[config.mk]
export PLATFORM = sky130hd
export DESIGN_NAME = aes_dec_stream_loader
export DESIGN_NICKNAME = d
export VERILOG_FILES = /design/src/rtl/aes_dec_stream_loader.sv
export SDC_FILE = /design/constraint.sdc
export NUM_CORES = 1
export LEC_CHECK = 0
export BUFFER_PORTS_ARGS = -buffer_cell sky130_fd_sc_hd__buf_2
export CELL_PAD_IN_SITES_DETAIL_PLACEMENT = 0
export CELL_PAD_IN_SITES_GLOBAL_PLACEMENT = 1
export CORE_AREA = 10 10 222 224
export DETAILED_ROUTE_END_ITERATION = 16
export DIE_AREA = 0 0 232 234
export GPL_TIMING_DRIVEN = 0
export PLACE_DENSITY_LB_ADDON = 0.1
export SYNTH_ARGS = -nofsm -noshare
export SYNTH_HDL_FRONTEND = slang
export SYNTH_SLANG_ARGS = --single-unit
[constraint.sdc]
create_clock -name clk -period 2.1 [get_ports clk]
set_input_delay 0.315 -clock clk [delete_from_list [all_inputs] [get_ports clk]]
set_output_delay 0.315 -clock clk [all_outputs]
set_load 0.02 [all_outputs]
[src/rtl/aes_dec_stream_loader.sv]
// aes_dec_stream_loader: word-serial wrapper around the combinational AES
// decryption core. Collects four 32-bit ciphertext words and holds them with a
// latched key on the core inputs. After SETTLE cycles it captures the core
// plaintext and streams it out as four 32-bit words, MSB word first.
//
// Optional feature macro: AES_DEC_LOADER_OVERLAP_EN. When it is defined, the
// next ciphertext block may be accepted while the current plaintext drains.
//
// Handshake rule for both streams: a word transfers on a rising edge where
// valid and ready are both high. Ready and valid come only from registered
// state (in_ready is also forced low while rst_n is low). Valid is never
// withdrawn, and data is held stable, until the transfer happens.
//
// Bit numbering follows the core: [0:N-1] with bit 0 the MSB, and word k
// occupies bits [32k +: 32].
module aes_dec_stream_loader #(
  parameter int NK     = 4,
  parameter int SETTLE = 2
) (
  input  logic              clk,
  input  logic              rst_n,
  input  logic [0:32*NK-1]  key_in,
  input  logic              key_load,
  input  logic [31:0]       in_data,
  input  logic              in_valid,
  output logic              in_ready,
  output logic [0:127]      core_ct,
  output logic [0:32*NK-1]  core_key,
  input  logic [0:127]      core_pt,
  output logic [31:0]       out_data,
  output logic              out_valid,
  input  logic              out_ready,
  output logic              busy,
  output logic [1:0]        dbg_state
);

  typedef enum logic [1:0] {
    ST_FILL  = 2'd0,
    ST_WAIT  = 2'd1,
    ST_DRAIN = 2'd2
  } state_e;

`ifdef AES_DEC_LOADER_OVERLAP_EN
  // Extra bit lets the fill count saturate at 4 while the plaintext drains.
  localparam int FCW = 3;
`else
  localparam int FCW = 2;
`endif

  localparam logic [3:0] SETTLE_LD = 4'(SETTLE - 1);

  state_e              state_q, state_d;
  logic [FCW-1:0]      fill_q, fill_d;
  logic [3:0]          settle_q, settle_d;
  logic [1:0]          drain_q, drain_d;
  logic [0:127]        ct_q, ct_d;
  logic [0:127]        pt_q, pt_d;
  logic [0:32*NK-1]    key_q, key_d;

  logic                in_hs;
  logic                out_hs;
  logic [1:0]          fill_idx;

  // Output decode from registered state; in_ready is held low during reset.
  always_comb begin
    out_valid = (state_q == ST_DRAIN);
    busy      = (state_q == ST_WAIT) || (state_q == ST_DRAIN);
`ifdef AES_DEC_LOADER_OVERLAP_EN
    in_ready  = rst_n && ((state_q == ST_FILL) ||
                          ((state_q == ST_DRAIN) && (fill_q != 3'd4)));
`else
    in_ready  = rst_n && (state_q == ST_FILL);
`endif
    out_data  = out_valid ? pt_q[32*int'(drain_q) +: 32] : 32'h0;
    core_ct   = ct_q;
    core_key  = key_q;
    dbg_state = state_q;
  end

  assign in_hs    = in_valid && in_ready;
  assign out_hs   = out_valid && out_ready;
  assign fill_idx = fill_q[1:0];

  // Next-state logic for the FSM, counters and data registers.
  always_comb begin
    state_d  = state_q;
    fill_d   = fill_q;
    settle_d = settle_q;
    drain_d  = drain_q;
    ct_d     = ct_q;
    pt_d     = pt_q;
    key_d    = key_q;

    // Ciphertext words land wherever the fill count points, in any state
    // where in_ready is high.
    if (in_hs) begin
      ct_d[32*int'(fill_idx) +: 32] = in_data;
      fill_d = fill_q + FCW'(1);
    end

    // The key is frozen during WAIT so the core sees a stable key/ct pair.
    if (key_load && (state_q != ST_WAIT)) begin
      key_d = key_in;
    end

    case (state_q)
      ST_FILL: begin
        if (in_hs && (fill_q == FCW'(3))) begin
          fill_d   = '0;
          settle_d = SETTLE_LD;
          state_d  = ST_WAIT;
        end
      end
      ST_WAIT: begin
        if (settle_q == 4'd0) begin
          pt_d    = core_pt;
          drain_d = 2'd0;
          state_d = ST_DRAIN;
        end else begin
          settle_d = settle_q - 4'd1;
        end
      end
      ST_DRAIN: begin
        if (out_hs) begin
          drain_d = drain_q + 2'd1;
          if (drain_q == 2'd3) begin
`ifdef AES_DEC_LOADER_OVERLAP_EN
            // Use the updated count, so a 4th input word that arrives on the
            // same edge as the last output word still starts WAIT at once.
            if (fill_d == 3'd4) begin
              fill_d   = '0;
              settle_d = SETTLE_LD;
              state_d  = ST_WAIT;
            end else begin
              state_d = ST_FILL;
            end
`else
            state_d = ST_FILL;
`endif
          end
        end
      end
      default: begin
        state_d = ST_FILL;
      end
    endcase
  end

  // State and data registers; reset discards any partial block.
  always_ff @(posedge clk or negedge rst_n) begin
    if (!rst_n) begin
      state_q  <= ST_FILL;
      fill_q   <= '0;
      settle_q <= 4'd0;
      drain_q  <= 2'd0;
      ct_q     <= '0;
      pt_q     <= '0;
      key_q    <= '0;
    end else begin
      state_q  <= state_d;
      fill_q   <= fill_d;
      settle_q <= settle_d;
      drain_q  <= drain_d;
      ct_q     <= ct_d;
      pt_q     <= pt_d;
      key_q    <= key_d;
    end
  end

endmodule

After elaboration in Yosys (flattened, before gate mapping):

Index checks and enable logic that the tools add are counted.

* register bits: 394
* bits of input ports: 293
* output and inout bits: 293
* word-level logic and storage cells: 56

* add/subtract/negate cells: 4
* equality and inequality tests: 10
* shift-type cells: 3
* mux-type cells: 16
* bitwise operators: 2
* reductions and logical operators: 14

Operators with widths (number)
* variable shift 129 x 33 -> 128 bit (first input constant): 1
* variable part select 128 x 32 -> 129 bit: 1
* variable part select 129 x 33 -> 128 bit: 1
* bitwise mux 128 bit: 1
* NOT 7 -> 32 bit: 2
* negation 32 -> 33 bit: 1
* two-way mux 32 bit: 1
* two-way mux 2 bit: 9
* != test 2 x 1 -> 1 bit (second input constant): 5
* two-way mux 4 bit: 2
* one-hot mux 4 bit (2 select lines): 1
* == test 2 bit (second input constant): 3
* one-hot mux 2 bit (3 select lines): 1
* AND reduction 3 bit: 2
* logical AND 1 bit: 5
* adder 2 x 1 -> 2 bit (second input constant): 2
* zero test 4 bit: 1
* one-hot mux 2 bit (2 select lines): 1
* AND reduction 4 bit: 1
* nonzero test 2 bit: 2
* subtractor 4 x 1 -> 4 bit (second input constant): 1
* == test 2 x 1 -> 1 bit (second input constant): 1
* zero test 2 bit: 1
* != test 2 bit (second input constant): 1
* 2 further kinds: 2

Longest topological paths before layout:

* depth in word-level cells: 6
* mapped depth: 8
* mapped depth without buffers: 5

Least setup slack after synthesis:

Ideal clock, no wire load.

* kind: flip-flop to output port
* start: register state_q[0], in the netlist dbg_state[0]
* end: output port out_data[10]
* arrival: 1.633 ns
* data required time: 1.785 ns
* slack: 0.152 ns
* cell stages (with the launch flop): 6
* path buffers: 2
* cell sequence: dfrtp_1 > inv_1 > ha_1 > clkbuf_1 > clkbuf_1 > and2_1

* cells in the longest elaborated chain, start to end: 2

Ends and longest elaborated chain
* start: declaration: line 52 `state_e state_q, state_d;`
* start signal: assignment: line 160 `state_q <= state_d;`
* == test 2 bit: line 66 `out_valid = (state_q == ST_DRAIN);`
* net out_valid: line 31 `output logic out_valid,`
* two-way mux 32 bit: line 74 `out_data = out_valid ? pt_q[32*int'(drain_q) +: 32] : 32'h0;`
* end: declaration: line 30 `output logic [31:0] out_data,`

The timed path passes the listed nets, and every way through them passes these cells.

Final worst setup path:

* start: register drain_q[0]
* end: output port out_data[20]

* cells in the longest elaborated chain, start to end: 3

Ends and longest elaborated chain
* start: declaration: line 55 `logic [1:0] drain_q, drain_d;`
* start signal: assignment: line 163 `drain_q <= drain_d;`
* NOT 7 -> 32 bit (implied by the code): line 74
* variable part select 128 x 32 -> 129 bit: line 74
* two-way mux 32 bit: line 74

Every way passes these cells.

==> flow_metrics.env <==
export IMPL_outcome="finished, violations left"
export IMPL_failed_checks="setup timing"
export IMPL_rows=78
export IMPL_async_flop_share_pct=100
export IMPL_drive_gt1_share_pct=47.8
export IMPL_holdPathEnd="core_ct[16]$_DFFE_PN0P_"
export IMPL_grt_usage_pct=21.9
export IMPL_yosys_register_bits=394
export IMPL_end_kind="output pin"
export IMPL_layout_common_cells="buf_2 (567), dfrtp_1 (394), nand2_1 (260), dlygate4sd3_1 (260), mux2_2 (258)"
export IMPL_fin_crit_sh_pct=115
export IMPL_drt_initial_drc_count=651
export IMPL_slew_headroom_pct=56.4
export IMPL_grt_setup_unrepaired="yes"
export IMPL_drc=0
export IMPL_synth_cells=1254
export IMPL_cpPeakStageDelay_ps=510
export IMPL_crit_fanout=8
export IMPL_required_ps=1780
export IMPL_die_area_um2=54300
export IMPL_postLayoutCellArea_um2=24900
export IMPL_postLayoutSetupSlackWorst_ps=-305
export IMPL_dieWidth_um=232
export IMPL_clk_latency_ps=560
export IMPL_startpoint="drain_q[0]$_DFFE_PN0P_"
export IMPL_maxCapViolations=0
export IMPL_yosysWarnings=0
export IMPL_antenna_found_initial=6
export IMPL_coreArea_um2=44900
export IMPL_hold_class="in -> reg"
export IMPL_dpl_cell_area_um2=20000
export IMPL_critPathLaunchType="flop"
export IMPL_cts_max_path_buffers=3
export IMPL_cts_buffers=44
export IMPL_dp_hpwl_um=44400
export IMPL_final_hold_viol_count=0
export IMPL_finalClockSkew_ps=7.08
export IMPL_worst_pin_slew_ps=653
export IMPL_num_vias=13300
export IMPL_syn_num_nets=1558
export IMPL_initial_core_util_pct=36.2
export IMPL_grt_pass1_vias=14500
export IMPL_portBuffers=584
export IMPL_finalWirelength_um=60800
export IMPL_ios=586
export IMPL_grt_first_pass_wirelength_um=91000
export IMPL_final_common_cell="buf_2"
export IMPL_drt_pre_antenna_iters=4
export IMPL_grt_ovfl_total=0
export IMPL_tritoncts="done"
export IMPL_synth_edf_count=0
export IMPL_avgSynthCellArea_um2=13.0
export IMPL_die_h_um=234
export IMPL_drv_slew=0
export IMPL_power_density_nw_per_um2=1390
export IMPL_fin_crit_ps=2410
export IMPL_vdd_drop_max_uv=872
export IMPL_cp_top_family="multiplexers"
export IMPL_grt_max_degree=117
export IMPL_r2r_cells=7
export IMPL_nets=2474
export IMPL_yosysSeqAreaShare_pct=60.6
export IMPL_vias_per_cell=4.75
export IMPL_tns_ps=-8270
export IMPL_holdPathStages=3
export IMPL_ys_types=37
export IMPL_worstReg2RegStart="dbg_state[1]$_DFFE_PN0P_"
export IMPL_routabilityCongestion=0.814
export IMPL_rrSetupSlack_ps=90
export IMPL_r2r_end="pt_q[9]$_DFFE_PN0P_"
export IMPL_p_leak_nw=11.8
export IMPL_area_delta_synth_final_pct=53.1
export IMPL_path_clk_slew_ps=50
export IMPL_setup_viol=32
export IMPL_max_freq_mhz=416
export IMPL_arrival_ps=2090
export IMPL_ant_nets=0
export IMPL_htree_levels=2
export IMPL_total_power_mw=34.6
export IMPL_cts_root_buf="clkbuf_16"
export IMPL_clkSinkCount=394
export IMPL_cp_num_buf_inv=3
export IMPL_slowest_stage="mux4_2"
export IMPL_ys_flop_type="dfrtp_1"
export IMPL_wl_per_cell_um=21.7
export IMPL_worstPathCellList="buf_12 > clkbuf_16 > mux4_2 > and2_4 > buf_6"
export IMPL_min_delay_start="in_data[15]"
export IMPL_synth_area_um2=16300
export IMPL_worst_setup_path_type="reg -> out"
==> per-stage QoR <==
stage | util [%] | setup slack (ps) | cells | hold WS (ps)
after floorplan | - | 152 | 1254 | 19.4
after global placement | 44.4 | -7520 | 2438 | 456
after detailed placement | 44.6 | -1400 | 2441 | 426
after CTS | 54.8 | -364 | 2793 | 1.73
after global routing | 55.4 | -369 | 2800 | 16.1
final | 55.4 | -305 | 2801 | 40.1
==> timing repair <==
item                                    CTS  global route
cloned                                    4             3
pin swaps                                 6            29
endpoints found under the setup margin  289           171
hold buffers                            266             0
resized for setup                        93            74
hold endpoints to repair                378             0
buffers inserted                          9             3
==> final cells by class <==
class	instances	area [µm²]
Inverter	10	40.0
Clock buffer	69	1280
Sequential cell	394	9860
Fill cell	3945	20000
Multi-Input combinational cell	766	6000
Buffer	83	607
Timing Repair Buffer	871	6300
Antenna cell	4	10.0
Clock inverter	4	47.5
Tap cell	600	751
==> power by group <==
group          total, mW  internal, mW  switching, mW
combinational       14.4          6.48           7.92
clock               7.31          4.26           3.05
sequential          12.9          11.1           1.83
total               34.6          21.8           12.8
==> cells in the mapped netlist, types with 2 or more instances <==
| cell type | count | area (µm²) |
|---|---|---|
| nand3_1 | 3 | 15.0 |
| dfrtp_1 | 394 | 9860 |
| inv_1 | 10 | 37.5 |
| mux2i_1 | 2 | 20.0 |
| nand2_1 | 260 | 976 |
| buf_4 | 4 | 30.0 |
| nor2b_1 | 5 | 31.3 |
| ha_1 | 11 | 138 |
| nand2b_1 | 2 | 12.5 |
| buf_2 | 32 | 160 |
| buf_6 | 12 | 135 |
| and2_1 | 36 | 225 |
| a21oi_1 | 2 | 10.0 |
| nor2_1 | 2 | 7.51 |
| a211o_1 | 2 | 17.5 |
| nand4_1 | 4 | 25.0 |
| o22ai_1 | 2 | 12.5 |
| mux4_2 | 32 | 721 |
| o21ai_0 | 129 | 646 |
| mux2_2 | 258 | 2910 |
| clkbuf_1 | 36 | 135 |
==> flip-flops by register name, summed over array words and instances (netlist names) <==
register and flops:
core_key 128, core_ct 128, pt_q 128, settle_q 4
fill_idx 2, dbg_state 2, drain_q 2
==> metal layers <==
| metal | wire length [µm] | track usage, % |
|---|---|---|
| met3 | 3780 | 6.13 |
| met2 | 31300 | 38.2 |
| met5 | 41 | 0 |
| met1 | 24100 | 25.9 |
| met4 | 1630 | 6.68 |
==> logic make-up (layout without fill, tap and decap cells) <==
kind of cell | count (synthesis) | in the layout | share of synthesized area [%]
other cells | 0 | 4 | 0
compound gates | 145 | 145 | 4.78
mux | 292 | 292 | 22.4
simple gates | 318 | 318 | 8.26
flops | 394 | 394 | 60.6
buf+inv | 94 | 1037 | 3.06
fa+ha+maj | 11 | 11 | 0.846
==> worst max path at each step <==
stage                                          end  slack [ps]  cells past startpoint
after floorplan                       out_data[10]         150                      5
after global placement    core_key[83]$_DFFE_PN0P_       -7520                      1
after detailed placement   core_ct[76]$_DFFE_PN0P_       -1400                      8
after CTS                             out_data[10]        -360                      5
after global routing                  out_data[20]        -370                      5
final                                 out_data[20]        -310                      5
==> worst reg2reg max path, cell delays in order, from the launching register on <==
cell	delay, ps
dfrtp_1	400
buf_4	150
inv_4	70
ha_2	230
and4bb_4	310
buf_8	190
buf_6	190
mux2_2	350
Note: power is estimated with default switching activity, not from simulation.
